**config.mk**
```make
export PLATFORM = sky130hd
export DESIGN_NAME = milestone1_divider
export DESIGN_NICKNAME = d
export VERILOG_FILES = /design/src/rtl/milestone1_divider.sv
export SDC_FILE = /design/constraint.sdc
export NUM_CORES = 1
export LEC_CHECK = 0
export CORE_MARGIN = 1
export CORE_UTILIZATION = 50
export CTS_CLUSTER_SIZE = 40
export DETAILED_ROUTE_END_ITERATION = 10
export PLACE_DENSITY = 0.85
export SLEW_MARGIN = 0
export SYNTH_ARGS = -nofsm -noshare
export SYNTH_HDL_FRONTEND = slang
export SYNTH_SLANG_ARGS = --single-unit
```
**constraint.sdc**
```tcl
create_clock -name i_clk -period 8.25 [get_ports i_clk]
set_input_delay 2.0625 -clock i_clk [delete_from_list [all_inputs] [get_ports i_clk]]
set_output_delay 2.0625 -clock i_clk [all_outputs]
set_load 0.05 [all_outputs]
```
**src/rtl/milestone1_divider.sv**
```systemverilog
// milestone1_divider
// Sequential signed 32-bit divider using restoring shift-subtract, one quotient
// bit per clock. Quotient truncates toward zero. The remainder takes the sign of
// the dividend. The latency is fixed at 33 clocks after the accepting edge.
//
// Ports:
//   i_clk          system clock, rising edge
//   i_rst          asynchronous active-high reset
//   i_start        request strobe, sampled only while idle
//   i_dividend     signed dividend, captured on the accepting edge
//   i_divisor      signed divisor, captured on the accepting edge
//   o_busy         high while iterating or finishing
//   o_done         one-cycle pulse when results are updated
//   o_quotient     signed quotient
//   o_remainder    signed remainder
//   o_div_by_zero  set with done when the divisor was zero
module milestone1_divider (
  input  logic        i_clk,
  input  logic        i_rst,
  input  logic        i_start,
  input  logic [31:0] i_dividend,
  input  logic [31:0] i_divisor,
  output logic        o_busy,
  output logic        o_done,
  output logic [31:0] o_quotient,
  output logic [31:0] o_remainder,
  output logic        o_div_by_zero
);

  typedef enum logic [1:0] {
    S_IDLE   = 2'd0,
    S_ITER   = 2'd1,
    S_FINISH = 2'd2
  } state_t;

  state_t      r_state;
  logic [4:0]  r_count;
  logic        r_sign_q;
  logic        r_sign_r;
  logic        r_zero;
  logic [32:0] r_rem;      // partial remainder magnitude
  logic [31:0] r_quo;      // dividend magnitude shifting out, quotient shifting in
  logic [32:0] r_dvs;      // divisor magnitude
  logic        r_busy;
  logic        r_done;
  logic [31:0] r_quotient;
  logic [31:0] r_remainder;
  logic        r_div_by_zero;

  logic [32:0] w_shift;
  logic [33:0] w_diff;

  // Trial subtraction on the shifted partial remainder; w_diff[33] set means negative.
  assign w_shift = {r_rem[31:0], r_quo[31]};
  assign w_diff  = {1'b0, w_shift} - {1'b0, r_dvs};

  // Control and datapath state
  always_ff @(posedge i_clk or posedge i_rst) begin
    if (i_rst) begin
      r_state       <= S_IDLE;
      r_count       <= 5'd0;
      r_sign_q      <= 1'b0;
      r_sign_r      <= 1'b0;
      r_zero        <= 1'b0;
      r_rem         <= 33'd0;
      r_quo         <= 32'd0;
      r_dvs         <= 33'd0;
      r_busy        <= 1'b0;
      r_done        <= 1'b0;
      r_quotient    <= 32'd0;
      r_remainder   <= 32'd0;
      r_div_by_zero <= 1'b0;
    end else begin
      r_done <= 1'b0;
      case (r_state)
        S_IDLE: begin
          if (i_start) begin
            r_sign_q <= i_dividend[31] ^ i_divisor[31];
            r_sign_r <= i_dividend[31];
            r_zero   <= (i_divisor == 32'd0);
            r_rem    <= 33'd0;
            // 0 - 0x80000000 wraps to 0x80000000, its correct unsigned magnitude
            r_quo    <= i_dividend[31] ? (32'd0 - i_dividend) : i_dividend;
            r_dvs    <= {1'b0, (i_divisor[31] ? (32'd0 - i_divisor) : i_divisor)};
            r_count  <= 5'd0;
            r_busy   <= 1'b1;
            r_state  <= S_ITER;
          end
        end
        S_ITER: begin
          r_rem   <= w_diff[33] ? w_shift : w_diff[32:0];
          r_quo   <= {r_quo[30:0], ~w_diff[33]};
          r_count <= r_count + 5'd1;
          if (r_count == 5'd31) begin
            r_state <= S_FINISH;
          end
        end
        S_FINISH: begin
          // With a zero divisor every trial succeeds, so the remainder register
          // ends up holding |dividend| and re-signing it restores the dividend.
          r_quotient    <= r_zero ? 32'd0 : (r_sign_q ? (32'd0 - r_quo) : r_quo);
          r_remainder   <= 32'(r_sign_r ? (33'd0 - r_rem) : r_rem);
          r_div_by_zero <= r_zero;
          r_done        <= 1'b1;
          r_busy        <= 1'b0;
          r_state       <= S_IDLE;
        end
        default: begin
          r_state <= S_IDLE;
        end
      endcase
    end
  end

  assign o_busy        = r_busy;
  assign o_done        = r_done;
  assign o_quotient    = r_quotient;
  assign o_remainder   = r_remainder;
  assign o_div_by_zero = r_div_by_zero;

endmodule

```
After elaboration in Yosys (flattened, before gate mapping):

Index checks and enable logic that the tools add are counted.

* input port bits: 67
* latch bits: 0
* RAM bits: 0
* register bits: 173
* memories kept: 0
* output and inout bits: 67
* bits in read-only memories: 0

* equal/unequal tests: 5
* bitwise gates (word level): 2
* multiplexer cells: 18
* shift-type cells: 0
* div/mod/pow operators: 0
* $lt $le $gt $ge: 0
* add/sub/neg operators: 6
* $mul: 0
* reductions and logical operators: 8

Operators with widths (number)
* 32-bit two-way mux: 8
* 32-bit case mux with 2 select lines: 2
* 1-bit by 32-bit subtractor with 32-bit output, first input constant: 4
* 33-bit by 32-bit subtractor with 34-bit output: 1
* 32-bit logical NOT: 1
* 5-bit case mux with 2 select lines: 1
* 2-bit AND reduction: 4
* 5-bit by 1-bit adder with 5-bit output, second input constant: 1
* 5-bit == test, second input constant: 1
* 5-bit two-way mux: 1
* 2-bit two-way mux: 2
* 2-bit inequality test, second input constant: 2
* 2-bit case mux with 2 select lines: 1
* 2-bit nonzero test: 2
* 2-bit by 1-bit == test with 1-bit output, second input constant: 1
* 2-bit == test, second input constant: 1
* 2-bit logical NOT: 1
* 1-bit two-way mux: 2
* 1-bit case mux with 2 select lines: 1
* 1-bit inverter: 1
* 1-bit bitwise XOR: 1

Depth between registers and ports, before layout:

* depth in word-level cells: 4
* depth in mapped cells: 12
* mapped depth without buffers: 12

Worst setup path after synthesis:

Ideal clock, no wire load.

* kind: input port to flip-flop
* from: input port i_dividend[10]
* to: register r_quo[29]
* slack: 3996 ps
* required time: 8117 ps
* data arrival time: 4120 ps
* path buffers: 0
* cell stages on the path: 8
* cells stage by stage: or4_4 or4_4 or3_4 nand2b_4 nand2b_4 o31ai_4 xor2_1 o21ai_0

* cells in the longest elaborated chain, start to end: 4

RTL lines
* start, declared: RTL line 21 `input logic [31:0] i_dividend,`
* 1-bit by 32-bit subtractor with 32-bit output: RTL line 83 `r_quo <= i_dividend[31] ? (32'd0 - i_dividend) : i_dividend;`
* 32-bit two-way mux: RTL line 83
* 32-bit two-way mux: RTL line 77 `if (i_start) begin`
* 32-bit case mux with 2 select lines: RTL line 75 `case (r_state)`
* end signal, assigned: RTL line 83
* end signal, assigned: RTL line 92 `r_quo <= {r_quo[30:0], ~w_diff[33]};`
* end, declared: RTL line 42 `logic [31:0] r_quo;`

No other way between the ends. The select of a mux whose other input is x is not followed.
A chain may end at the register's enable or synchronous reset.

Final worst setup path:

Ends and elaborated chain as after synthesis.

==> metrics.md <==
| Metric | Value |
|---|---|
| Crit path max fanout | `4` |
| Synth Net Count | `1362` |
| Critical-path cell list | `clkdlybuf4s50_1, or4_4, or4_4, or3_4, nand2b_4, nand2b_4, o31ai_4, xor2_1, o21ai_0` |
| Slew @ Worst Pin | `1.073 ns` |
| Status | `finished clean` |
| Worst-path clk slew | `0.07 ns` |
| Routed vias/inst | `5.857` |
| Clock Tree Buf Depth | `2` |
| Delay-heaviest family, CP | `simple AND/OR/NAND/NOR gates` |
| Slew headroom | `28.45%` |
| Area after DPL | `0.01251 mm²` |
| CTS root buf | `clkbuf_16` |
| Crit end category | `flip-flop` |
| Setup CP Type | `in2reg` |
| Gpl congestion | `0.8808` |
| Commonest non-fill, non-tap cell in the layout | `o21ai_0` |
| Area delta synth->final | `19.45%` |
| Yosys cell types | `74` |
| Primary FF master, synth | `dfrtp_1` |
| R2r setup slk | `4.47 ns` |
| Worst EP required | `8.52 ns` |
| 1st-pass router iterations | `6` |
| Tcrit/Tclk final | `54.25%` |
| Worst r2r path cells | `10` |
| Hold Path Sink | `o_quotient[22]` |
| Core footprint | `0.02129 mm²` |
| Clk Latency, worst-skew pair | `0.44 ns` |
| Rows | `53` |
| Syn. warnings | `0` |
| Leakage | `5.741 nW` |
| CTS resizes | `0` |
| CP startpoint | `i_dividend[10]` |
| Global-route wire length before repair | `44910 µm` |
| Width of the die | `150.3 µm` |
| CTS tree | `built` |
| All-Layer GR Usage | `25.06%` |
| DRC Markers | `0` |
| Clock sinks | `173` |
| Full die area | `0.02258 mm²` |
| Reg-to-Reg End | `r_rem[0]` |
| Final Hold Vio Count | `0` |
| Clock skew | `0.009353 ns` |
| Avg Inst Size Synth | `8.751 µm²` |
| Grt ovf | `0` |
| Peak Freq | `223.4 MHz` |
| Routed wl met3 | `1800 µm` |
| CP arrival | `4.75 ns` |
| Mapped cell area | `0.01099 mm²` |
| Cells on Worst Hold Path | `2` |
| Post-route ant nets | `0` |
| Vias in the first global route | `8941` |
| Cell Pwr Density | `420.8 mW/mm²` |
| Post-synth EDFFs | `0` |
| WL final | `27050 µm` |
| Min-Delay Path Class | `reg2reg` |
| Slew Limit Fails | `0` |
| Critical path depth in cells | `9` |
| DRT iter0 DRCs | `674` |
| Met2 Routed Length | `11980 µm` |
| Post-CTS setup buffers | `0` |
| CP startpoint kind | `primary input` |
| PortBufs | `133` |
| FF-to-FF Start | `r_rem[9]` |
| Max layer used | `met4` |
| DP HPWL | `19270 µm` |
| Fin Hold WS | `0.4802 ns` |
| Fin crit period | `4.475 ns` |
| Crit path buf inv count | `1` |
| Async set or reset register ratio after synthesis | `100.0%` |
| #FFs+latches synth | `173` |
| Post-Synthesis Cells | `1256` |
| Max cap viols | `0` |
| Hold buffer count at cts | `0` |
| VDD IR-drop max | `207.7 µV` |
| Vias | `9599` |
| Max H-tree Level | `4` |
| Antenna cells | `0` |
| Slowest CP cell | `or4_4` |
| WL per Instance | `16.50 µm` |
| Initial antenna violation count | `0` |
| Initial Utilization | `51.64%` |
| Final setup viols | `0` |
| I/O pin total | `134` |
| Finished Cell Area | `0.01313 mm²` |
| Share of cells above drive strength 1 | `4.839%` |
| Largest net degree at the start of global routing | `122` |
| Hold Crit Start | `o_quotient[22]` |
| Final setup TNS | `0 ns` |
| Met1 wire length | `12600 µm` |
| RSZ-0062 raised after global routing | `no` |
| Critical Path Max Stage Delay | `0.57 ns` |
| Die height | `150.3 µm` |
| Most frequent cells in the layout | `o21ai_0 (193), nand2_1 (190), dfrtp_1 (173)` |
| Total CTS buffers | `17` |
| # nets final | `1457` |
| Sequential area share after synthesis | `39.39%` |
## through the flow
step | instances | setup slack, ns | power, W | util [%]
4_1_cts | 1639 | 3.763 | 0.005491 | 61.68
2_1_floorplan | 1256 | 1.499 | 0.003866 | -
3_5_place_dp | 1607 | 3.330 | 0.004620 | 58.79
6_report | 1639 | 3.775 | 0.005526 | 61.68
3_3_place_gp | 1607 | 3.418 | 0.004490 | 58.79
5_1_grt | 1639 | 3.679 | 0.005963 | 61.68
## worst max-delay path by stage
stage / to / slack, ns
6_report: r_quo[29] / 3.77
5_1_grt: r_quo[29] / 3.68
4_1_cts: r_quo[29] / 3.76
3_5_place_dp: r_quo[29] / 3.33
3_3_place_gp: r_quo[29] / 3.42
2_1_floorplan: o_busy / 1.50
## logic make-up (layout without fill, tap and decap cells)
kind of cell	after synthesis	after routing	synth area share (%)
AO/OA/AOI/OAI	392	392	22.30
AND/OR/NAND/NOR	368	368	16.13
flip-flops	173	173	39.39
XOR/XNOR	143	143	11.39
buffers and inverters	116	224	3.995
adder cells (fa/ha/maj)	39	39	4.508
multiplexers	25	25	2.288
## registers in the layout, indices dropped and copies added, names as in the netlist, 2 cells and up
name / count
o_quotient: 32
r_state: 2
o_remainder: 32
r_rem: 32
r_dvs: 32
r_quo: 32
r_count: 5
## report_power, final
| part | switching, W | total (W) | leakage (nW) | internal (W) |
|---|---|---|---|---|
| combinational | 0.00181 | 0.00311 | 3.41 | 0.00130 |
| clock | 0.000347 | 0.000842 | 0.291 | 0.000495 |
| sequential | 0.000406 | 0.00158 | 2.04 | 0.00117 |
| total | 0.00256 | 0.00553 | 5.74 | 0.00297 |
## cell type report
cell class,instances,area [µm²]
repair buffers,143,1406
flip-flops and latches,173,4329
clock buffers,20,456.7
inverters,49,188.9
well taps,275,344.1
fillers,1749,8157
multi-input cells,967,6246
clock inverters,12,158.9
## Yosys cell counts (all sizes together) (6+ instances only)
cell type	n	area, µm²
a21o	14	105.1
nand2	191	716.9
dfrtp	173	4329
o21ai	201	1013
nand2b	15	108.9
clkbuf	54	202.7
o211ai	8	60.06
nand4	8	50.05
a32oi	6	52.55
nor2	42	157.7
buf	13	52.55
mux2i	24	240.2
and3	8	50.05
or4	14	120.1
or3	8	56.31
xor2	118	1033
xnor2	25	219.0
a22oi	29	217.7
nand3	27	135.1
nor3	17	96.35
inv	48	180.2
o41ai	17	167.7
nor4	7	43.79
a21oi	39	195.2
a31oi	7	43.79
nand3b	7	52.55
o31ai	33	261.5
ha	38	475.5
## tightest hold or removal path, delay by kind of cell (launching register included)
family           cells  cell delay (ns)
flip-flops           1             0.34
AO/OA/AOI/OAI        1             0.06
AND/OR/NAND/NOR      1             0.04
## routing by layer
metal	up-vias	global-route usage, %
li1	4684	-
met1	4532	36.50
met2	334	37.56
met3	49	3.545
met4	0	9.697
met5	-	0
Note: power is estimated with default switching activity, not from simulation.
